**config.mk**
```make
export PLATFORM = sky130hd
export DESIGN_NAME = isq
export DESIGN_NICKNAME = d
export VERILOG_FILES = /design/src/rtl/isq.sv
export SDC_FILE = /design/constraint.sdc
export NUM_CORES = 1
export LEC_CHECK = 0
export ABC_AREA = 1
export BUFFER_PORTS_ARGS = -buffer_cell sky130_fd_sc_hd__buf_2
export CAP_MARGIN = 20
export CORE_ASPECT_RATIO = 1.5
export CORE_MARGIN = 2
export CORE_UTILIZATION = 50
export DETAILED_ROUTE_END_ITERATION = 8
export HOLD_SLACK_MARGIN = 0.03
export PLACE_DENSITY = 0.92
export SLEW_MARGIN = 25
export SYNTH_ARGS = -nofsm -noshare
export SYNTH_HDL_FRONTEND = slang
export SYNTH_SLANG_ARGS = --single-unit
```
**constraint.sdc**
```tcl
create_clock -name clk -period 2 [get_ports clk]
set_input_delay 0.4 -clock clk [delete_from_list [all_inputs] [get_ports clk]]
set_output_delay 0.4 -clock clk [all_outputs]
set_load 0.005 [all_outputs]
```
**src/rtl/isq.sv**
```systemverilog
// Instruction sequencer: fetches opcode plus up to three operand bytes over a
// req/rdy handshake, then steps the microcode index until the decoder ends the insn.
module isq #(
  parameter int                ADDR_W   = 16,
  parameter int                STEPS    = 8,
  parameter logic [ADDR_W-1:0] RESET_PC = '0
) (
  input  logic              clk,
  input  logic              rst,
  output logic [ADDR_W-1:0] mem_addr,
  output logic              mem_re,
  input  logic [7:0]        mem_data,
  input  logic              mem_rdy,
  input  logic [1:0]        len,
  input  logic              pc_lrc,
  input  logic              pc_ini,
  input  logic [ADDR_W-1:0] pc_ld,
  output logic [7:0]        insn,
  output logic [7:0]        d1,
  output logic [7:0]        d2,
  output logic [7:0]        d3,
  output logic [2:0]        is,
  output logic              ex_en,
  output logic [ADDR_W-1:0] pc_out
);

  // state  | meaning
  // S_FOP  | fetch opcode byte at pc
  // S_LEN  | one-cycle wait while the decoder resolves len for the new opcode
  // S_FOPS | fetch operand bytes until len of them have arrived
  // S_EXEC | step microcode index until a decoder strobe or the last step
  typedef enum logic [1:0] {S_FOP, S_LEN, S_FOPS, S_EXEC} state_t;

  localparam logic [2:0] LAST_STEP = 3'(STEPS - 1);

  state_t            state;
  logic [ADDR_W-1:0] pc;
  logic [1:0]        cnt;

  always_ff @(posedge clk) begin
    if (rst) begin
      state <= S_FOP;
      pc    <= RESET_PC;
      insn  <= '0;
      d1    <= '0;
      d2    <= '0;
      d3    <= '0;
      is    <= '0;
      cnt   <= '0;
    end else begin
      unique case (state)
        S_FOP: begin
          if (mem_rdy) begin
            insn  <= mem_data;
            d1    <= '0;
            d2    <= '0;
            d3    <= '0;
            is    <= '0;
            pc    <= pc + 1'b1;
            state <= S_LEN;
          end
        end
        S_LEN: begin
          if (len == 2'd0) begin
            state <= S_EXEC;
          end else begin
            cnt   <= '0;
            state <= S_FOPS;
          end
        end
        S_FOPS: begin
          if (mem_rdy) begin
            case (cnt)
              2'd0:    d1 <= mem_data;
              2'd1:    d2 <= mem_data;
              2'd2:    d3 <= mem_data;
              default: ;
            endcase
            pc  <= pc + 1'b1;
            cnt <= cnt + 1'b1;
            if (cnt == len - 2'd1) state <= S_EXEC;
          end
        end
        S_EXEC: begin
          // a jump wins over a plain end when both strobes arrive together
          if (pc_lrc) begin
            pc    <= pc_ld;
            is    <= '0;
            state <= S_FOP;
          end else if (pc_ini || is == LAST_STEP) begin
            is    <= '0;
            state <= S_FOP;
          end else begin
            is <= is + 3'd1;
          end
        end
        default: state <= S_FOP;
      endcase
    end
  end

  assign mem_re   = !rst && (state == S_FOP || state == S_FOPS);
  assign ex_en    = !rst && (state == S_EXEC);
  assign mem_addr = pc;
  assign pc_out   = pc;

endmodule

```
### Yosys cells after proc, flatten, opt, wreduce, memory -nomap -nowiden

Index checks and enable logic that the tools add are counted.

| word-level totals | value |
|---|---|
| flip-flop bits (word level) | 55 |
| output and inout port bits | 69 |

| operators by class | value |
|---|---|
| mux-type cells | 27 |
| reductions and logical operators | 21 |
| eq/ne operators | 17 |
| add/subtract/negate cells | 4 |

Operators with widths:

| cell | number |
|---|---|
| 8-bit two-way mux | 7 |
| 8-bit case mux with 2 select lines | 3 |
| 16-bit two-way mux | 2 |
| 16-bit case mux with 2 select lines | 1 |
| 16-bit by 1-bit adder with 16-bit output, second input constant | 1 |
| 4-bit AND reduction | 4 |
| 2-bit two-way mux | 7 |
| 2-bit inequality test, second input constant | 5 |
| 3-bit two-way mux | 3 |
| 2-bit by 1-bit inequality test with 1-bit output, second input constant | 4 |
| 2-bit case mux with 4 select lines | 1 |
| 2-bit nonzero test | 4 |
| 2-bit equality test, second input constant | 3 |
| 2-bit logical NOT | 3 |
| 3-bit case mux with 2 select lines | 1 |
| 3-bit AND reduction | 2 |
| 2-bit by 1-bit equality test with 1-bit output, second input constant | 2 |
| 2-bit case mux with 2 select lines | 1 |
| 2-bit AND reduction | 2 |
| 3-bit by 1-bit adder with 3-bit output, second input constant | 1 |
| 3-bit equality test, second input constant | 1 |
| 3-bit inequality test, second input constant | 1 |
| 2-bit by 1-bit adder with 2-bit output, second input constant | 1 |
| 2-bit equality test | 1 |
| 6 further kinds | 8 |

### Longest topological paths before layout

Gate-level depths: netlist of run 1.

| depth | value |
|---|---|
| depth in word-level cells | 5 |
| mapped depth | 11 |

### Least setup slack after synthesis of run 1

No wires, ideal clock.

| path | value |
|---|---|
| path kind | register -> register |
| from | register state[0] |
| to | register pc[2], in the netlist mem_addr[2] |
| clock period less this slack | 1.679 ns |
| cell stages (with the launch flop) | 11 |
| slack | 0.321 ns |
| required time | 1.881 ns |
| setup time | 0.119 ns |
| arrival | 1.560 ns |
| cells stage by stage | dfxtp_1 > inv_1 > ha_1 > buf_6 > nor2_4 > nor2_2 > nor3_4 > inv_2 > buf_6 > o21ai_0 > a21oi_1 |

| on the way | value |
|---|---|
| word-level cells in the longest chain between the ends | 4 |
| elaborated cells on any way between the ends | 9 |

Ends and longest elaborated chain:

| what | RTL line | text |
|---|---|---|
| start, declared | 36 | `state_t state;` |
| start signal, assigned | 42 | `state <= S_FOP;` |
| start signal, assigned | 60 | `state <= S_LEN;` |
| start signal, assigned | 65 | `state <= S_EXEC;` |
| 2-bit equality test / 2-bit logical NOT (equally long branches) | 51 | `unique case (state)` |
| 2-bit OR reduction (no line) | - |  |
| 2-bit by 1-bit inequality test with 1-bit output (no line) / 2-bit nonzero test (equally long branches) | - |  |
| 3-bit AND reduction (no line) | - |  |
| end signal, assigned | 59 | `pc <= pc + 1'b1;` |
| end signal, assigned | 79 | `pc <= pc + 1'b1;` |
| end signal, assigned | 87 | `pc <= pc_ld;` |
| end, declared | 37 | `logic [ADDR_W-1:0] pc;` |

Parallel ways exist; a longest one is shown, timed or not.
A chain may end at the register's enable or synchronous reset.

### Final worst setup path of run 1

| path | value |
|---|---|
| from | register state[0] |
| to | output port mem_re |

| on the way | value |
|---|---|
| word-level cells in the longest chain between the ends | 3 |
| elaborated cells on any way between the ends | 4 |

Ends and longest elaborated chain:

| what | RTL line | text |
|---|---|---|
| 2-bit equality test / 2-bit logical NOT (equally long branches) | 102 | `assign mem_re = !rst && (state == S_FOP \|\| state == S_FOPS);` |
| 1-bit logical OR (*) | 102 |  |
| 1-bit logical AND (*) | 102 |  |
| end, declared | 11 | `output logic mem_re,` |

Mark *: on every way between the ends. The rest lies on a longest branch, timed or not.

==> out/qor.txt, run 1 <==
Sum Neg Setup Slack - 0 ns
Synth Area in Adders - 5.19%
HP Class - in -> reg
Max-Cap Viols - 0
diodes inserted - 0
Cells after Synth - 419
Post-Route WL - 7.27 mm
1st-pass router iterations - 4
layout cells sized above 1 - 25.7%
critical path class - reg -> out
clk sinks - 55
GPL Wtd Cong - 0.848
antenna-violating nets left - 0
Compound-Gate Fraction of Synth Area - 18.5%
leakage - 1.68 nW
CTS tree - built
die width - 66.1 µm
Hold Crit Depth - 3
crit path buf inv count - 3
Die Y - 97.2 µm
Post-Syn Nets - 462
final core utilization - 62.0%
Routed wire per std cell - 12.7 µm
Tmin final - 1.89 ns
hold buffers post-CTS - 0
placed cells - 564
post-synthesis xor/xnor area fraction - 0.605%
largest family of logic cells by synthesized area - simple AND/OR/NAND/NOR gates
CTS Buf Count - 5
grt total ovfl - 0
final hold violations - 0
Post-Syn Area per Cell - 6.91 µm²
Netlist cell types - 27
fill count - 511
required time of the worst setup path - 1.60 ns
max-slew violation count - 0
commonest cells after routing, fill and taps aside - buf_2 (99), nand2_1 (81), nor2_1 (54), dfxtp_1 (54), o21ai_0 (50)
drt drc - 0
Seq cells post-synth - 55
starting density of the core - 52.3%
First DRT Iteration DRCs - 210
commonest non-fill, non-tap cell in the layout - buf_2
outcome - complete, no violations
Final period util - 94.5%
HPWL after DPL - 5.56 mm
Max-slew headroom - 65.4%
Vias - 3009
initial antenna violation count - 0
setup violators final - 0
Root Driver - clkbuf_8
Setup crit start kind - register
Power Density - 1160 nW/µm²
fmax - 529 MHz
CP Data Arrival Time - 1.49 ns
Max stage delay on crit path - 0.38 ns
cell family with most CP delay - flip-flops
Worst-path clk slew - 0.11 ns
worst-path cell chain - inv_1 -> ha_1 -> buf_4 -> nor2_4 -> nor2_1 -> buf_2
Worst Clk Skew - 0.00713 ns
YS warnings - 0
PortBufs - 99
Area Growth Syn to Fin - 18.5%
critical path's slowest cell - dfxtp_4
CTS Buffer Depth - 2
worst slew pin tran - 0.519 ns
die area - 6430 µm²
CP Max Fanout - 5
first-pass GRT wire length - 11.9 mm
worst r2r path cells - 9
largest net degree at the start of global routing - 32
multi-input logic area - 1420 µm²
CP Capture Type - output port
Clock H-tree levels - 2
post-cts repair resize count - 1
simple-gate share of the synthesized area - 24.5%
# rows - 33
number of global-route vias before repair - 2830
vias per std cell - 5.26
non-filler instance count after layout - 572
num ports - 100
Crit. path cell count - 6
setup bufs post-CTS - 0
VDD IR-drop max - 0.872 mV
GRT Overall Usage - 23.0%
fin nets - 544
Mapped Area - 2890 µm²
Sequential Area - 1100 µm²
Core Footprint - 5530 µm²
RSZ-0062 raised after global routing - no
Clk Latency, worst-skew pair - 0.31 ns
multiplexer share of the synthesized area - 0%
Seq/Total Area, Yosys - 38.0%
-- per-stage QoR --
stage                     total power, mW  instance area, µm²  hold slack [ns]  worst slack, ns
after floorplan                      2.80                2890            0.440            0.321
after global routing                 4.31                3430            0.356          0.00969
after CTS                            3.98                3420            0.347          0.00839
after detailed placement             3.34                3330            0.439           0.0160
final                                3.98                3430            0.351            0.110
after global placement               3.27                3330            0.428            0.161
-- worst register-to-register path, cell delays in order (launching register included) --
cell,delay [ns]
dfxtp_4,0.38
inv_1,0.08
ha_1,0.25
buf_4,0.17
nor2_4,0.13
nor2_2,0.06
nor3_4,0.14
buf_4,0.23
o21ai_0,0.13
a21oi_1,0.17
-- cells in the mapped netlist --
master | count | share of area [%]
nor3_1 | 2 | 0.35
dfxtp_1 | 55 | 38
a31oi_1 | 2 | 0.43
clkbuf_1 | 9 | 1.2
nor2_4 | 1 | 0.39
a211oi_1 | 2 | 0.52
o211ai_1 | 1 | 0.26
nand3_1 | 17 | 2.9
buf_6 | 3 | 1.2
o31ai_1 | 1 | 0.26
ha_1 | 12 | 5.2
or2_2 | 1 | 0.22
buf_2 | 4 | 0.69
inv_1 | 40 | 5.2
o21ai_0 | 50 | 8.6
o21a_1 | 1 | 0.26
xor2_1 | 2 | 0.61
nor2_2 | 2 | 0.43
nor2_1 | 56 | 7.3
nor3_2 | 1 | 0.35
nand2_1 | 81 | 11
inv_2 | 4 | 0.52
o21ai_1 | 2 | 0.35
nand4_1 | 7 | 1.5
nor3_4 | 1 | 0.56
a21oi_1 | 45 | 7.8
buf_4 | 17 | 4.4
-- state kept, by name (all words and copies together), names as in the netlist --
name and count:
mem_addr 16, d1 8, d2 8, d3 8, insn 8, is 3
cnt 2, state 2
-- where the power goes --
group | internal, mW | total [mW] | leakage (nW) | switching, mW
combinational | 0.680 | 1.74 | 1.18 | 1.06
sequential | 1.38 | 1.60 | 0.451 | 0.218
clock | 0.254 | 0.637 | 0.0489 | 0.383
total | 2.32 | 3.98 | 1.68 | 1.66
-- cells by family (layout without fill, tap and decap cells) --
| group | after synthesis | count (layout) |
|---|---|---|
| AND/OR/NAND/NOR | 169 | 169 |
| buffers and inverters | 77 | 160 |
| flip-flops | 55 | 55 |
| XOR/XNOR | 2 | 2 |
| AO/OA/AOI/OAI | 104 | 104 |
| adder cells (fa/ha/maj) | 12 | 12 |
-- area by class of cell --
class	count	area share, %
clock buffers	5	2.01
clock inverters	3	0.657
inverters	44	4.82
multi-input cells	287	41.3
flip-flops and latches	55	32.2
well taps	70	2.55
repair buffers	108	16.4
-- layer usage --
metal	part of all wire, %	GRT usage (%)
met5	0	0
met3	7.2	5.91
met1	38	24.6
met2	52	41.2
met4	2.9	9.58
-- final timing paths --
kind,from,to,slack (ns)
worst min-delay path,mem_data[7],insn[7]$_SDFFE_PP0P_,0.35
worst min register to register,d1[2]$_SDFFE_PP0P_,d1[2]$_SDFFE_PP0P_,0.45
worst max register to register,state[0]$_SDFFE_PP0P_,mem_addr[2]$_SDFFE_PP0P_,0.21
worst max-delay path,state[0]$_SDFFE_PP0P_,mem_re,0.11
No activity file was read; power rests on OpenSTA's default activity.
==> inputs of run 2 (changes only) <==
--- a/config.mk
+++ b/config.mk
@@ -12,6 +12,7 @@
 export CORE_MARGIN = 2
 export CORE_UTILIZATION = 50
 export DETAILED_ROUTE_END_ITERATION = 8
+export GPL_TIMING_DRIVEN = 0
 export HOLD_SLACK_MARGIN = 0.03
 export PLACE_DENSITY = 0.92
 export SLEW_MARGIN = 25
==> out/qor.txt, run 2 (same netlist as run 1, synthesis figures left out) <==
Worst-path clk slew - 0.12 ns (was 0.11 ns)
worst slew pin tran - 0.549 ns (was 0.519 ns)
diodes inserted - 0 (unchanged)
met3 usage - 4.87% (was 5.91%)
hold buffers post-CTS - 0 (unchanged)
Max-slew headroom - 63.4% (was 65.4%)
Worst Clk Skew - 0.0144 ns (was 0.00713 ns)
drt drc - 0 (unchanged)
Root Driver - clkbuf_8 (unchanged)
antenna-violating nets left - 0 (unchanged)
Core Footprint - 5530 µm² (unchanged)
CTS Buffer Depth - 2 (unchanged)
clk sinks - 55 (unchanged)
Setup crit start kind - register (unchanged)
largest net degree at the start of global routing - 20 (was 32)
VDD IR-drop max - 0.844 mV (was 0.872 mV)
final core utilization - 65.1% (was 62.0%)
GRT Overall Usage - 24.1% (was 23.0%)
layout cells sized above 1 - 27.9% (was 25.7%)
Hold WS - 0.340 ns (was 0.351 ns)
HP Class - in -> reg (unchanged)
Clock H-tree levels - 2 (unchanged)
# rows - 33 (unchanged)
CP Capture Type - register (was output port)
switching power - 1.75 mW (was 1.66 mW)
setup violators final - 0 (unchanged)
CP Max Fanout - 12 (was 5)
Final period util - 94.2% (was 94.5%)
worst slack, placed - 0.0174 ns (was 0.0160 ns)
final hold violations - 0 (unchanged)
die area - 6430 µm² (unchanged)
PortBufs - 98 (was 99)
fin nets - 568 (was 544)
grt total ovfl - 0 (unchanged)
Clk Latency, worst-skew pair - 0.32 ns (was 0.31 ns)
vias per std cell - 5.19 (was 5.26)
starting density of the core - 52.3% (unchanged)
worst-path cell chain - ha_1 -> buf_6 -> clkinv_2 -> nor2_1 -> nor3_4 -> inv_2 -> buf_6 -> nor2_2 -> nand2_1 -> a21oi_1 (was inv_1 -> ha_1 -> buf_4 -> nor2_4 -> nor2_1 -> buf_2)
required time of the worst setup path - 2.25 ns (was 1.60 ns)
RSZ-0062 raised after global routing - no (unchanged)
Max stage delay on crit path - 0.36 ns (was 0.38 ns)
Power Density - 1160 nW/µm² (about the same)
Die Y - 97.2 µm (unchanged)
Comb power frac - 46.2% (was 43.7%)
initial antenna violation count - 0 (unchanged)
sw frac - 41.8% (was 41.7%)
number of global-route vias before repair - 2874 (was 2830)
outcome - complete, no violations (unchanged)
GPL Wtd Cong - 0.905 (was 0.848)
HPWL after DPL - 5.94 mm (was 5.56 mm)
CTS Buf Count - 5 (unchanged)
fmax - 531 MHz (was 529 MHz)
CP Data Arrival Time - 2.13 ns (was 1.49 ns)
critical path class - reg -> reg (was reg -> out)
Max-Cap Viols - 0 (unchanged)
Routed wire per std cell - 12.9 µm (was 12.7 µm)
commonest cells after routing, fill and taps aside - buf_2 (101), nand2_1 (81), nor2_1 (54), dfxtp_1 (54), o21ai_0 (50) (was buf_2 (99), nand2_1 (81), nor2_1 (54), dfxtp_1 (54), o21ai_0 (50))
max-slew violation count - 0 (unchanged)
sequential share of power - 38.1% (was 40.3%)
Post-Route WL - 7.72 mm (was 7.27 mm)
Area Growth Syn to Fin - 24.5% (was 18.5%)
leakage - 1.78 nW (was 1.68 nW)
critical path's slowest cell - dfxtp_2 (was dfxtp_4)
clock group share of total power - 15.7% (was 16.0%)
met2 Track Usage GR - 43.9% (was 41.2%)
Largest register FFs - 16 (unchanged)
die width - 66.1 µm (unchanged)
commonest non-fill, non-tap cell in the layout - buf_2 (unchanged)
Sum Neg Setup Slack - 0 ns (unchanged)
first-pass GRT wire length - 12.4 mm (was 11.9 mm)
Most Crowded Layer GR - met2 (unchanged)
CTS tree - built (unchanged)
cell-internal power - 2.44 mW (was 2.32 mW)
1st-pass router iterations - 6 (was 4)
First DRT Iteration DRCs - 271 (was 210)
num ports - 100 (unchanged)
worst setup margin - 0.117 ns (was 0.110 ns)
Vias - 3093 (was 3009)
Tmin final - 1.88 ns (was 1.89 ns)
met1 global-route usage - 25.2% (was 24.6%)
cell repeated most along the worst path - buf_6
[run 2: cell count changes in the layout (fill, tap and decap cells not counted), sizes merged]
| cell | before | now |
|---|---|---|
| buf | 108 | 124 |
| clkbuf | 5 | 13 |
| clkinv | 1 | 3 |
| inv | 46 | 44 |
[run 2: stage by stage]
step,std cells,power (mW),instance area [µm²]
after floorplan,419,2.80,2890
after detailed placement,587,3.46,3470
after global routing,596,4.50,3600
after CTS,594,4.12,3570
after global placement,587,3.37,3470
final,596,4.19,3600
[run 2: area by class of cell]
cell class                      instances  area, µm²
Fill cell                             512       1930
Inverter                               44        166
Multi-Input combinational cell        287       1430
Clock buffer                            5       68.8
Tap cell                               70       87.6
Timing Repair Buffer                  100        505
Sequential cell                        55       1100
Clock inverter                          3       28.8
Buffer                                 32        214
[run 2: power by group through the flow]
stage          combinational (mW)  clock, mW  sequential [mW]
2_1_floorplan                1.19          0             1.61
5_1_grt                      2.15      0.714             1.63
3_5_place_dp                 1.84          0             1.61
4_1_cts                      1.85      0.674             1.59
3_3_place_gp                 1.78          0             1.60
6_report                     1.93      0.660             1.60
[run 2: worst paths after layout]
check | startpoint | endpoint | slack, ns | depth (start not counted)
min | mem_data[7] | insn[7]$_SDFFE_PP0P_ | 0.34 | 3
max | state[0]$_SDFFE_PP0P_ | mem_addr[11]$_SDFFE_PP0P_ | 0.12 | 10
max reg2reg | state[0]$_SDFFE_PP0P_ | mem_addr[11]$_SDFFE_PP0P_ | 0.12 | 10
min reg2reg | d1[7]$_SDFFE_PP0P_ | d1[7]$_SDFFE_PP0P_ | 0.46 | 2
[run 2: layer usage]
| layer | vias to the layer above | share of wire (%) |
|---|---|---|
| li1 | 1557 | - |
| met4 | 0 | 2.7 |
| met5 | - | 0 |
| met1 | 1367 | 37 |
| met2 | 148 | 53 |
| met3 | 21 | 7.2 |
[run 2: worst max-delay path, delay by kind of cell (launching register included)]
kind | cells | cell delay (ns)
flip-flops | 1 | 0.36
AND/OR/NAND/NOR | 4 | 0.56
AO/OA/AOI/OAI | 1 | 0.11
adder cells (fa/ha/maj) | 1 | 0.21
buffers and inverters | 4 | 0.59
[run 2: repair_timing]
item                                    in CTS  in global routing
endpoints found under the setup margin       1                 36
setup buffers                                0                  2
pin swaps                                    0                  1
hold endpoints to repair                     0                  0
resized for setup                            0                  9
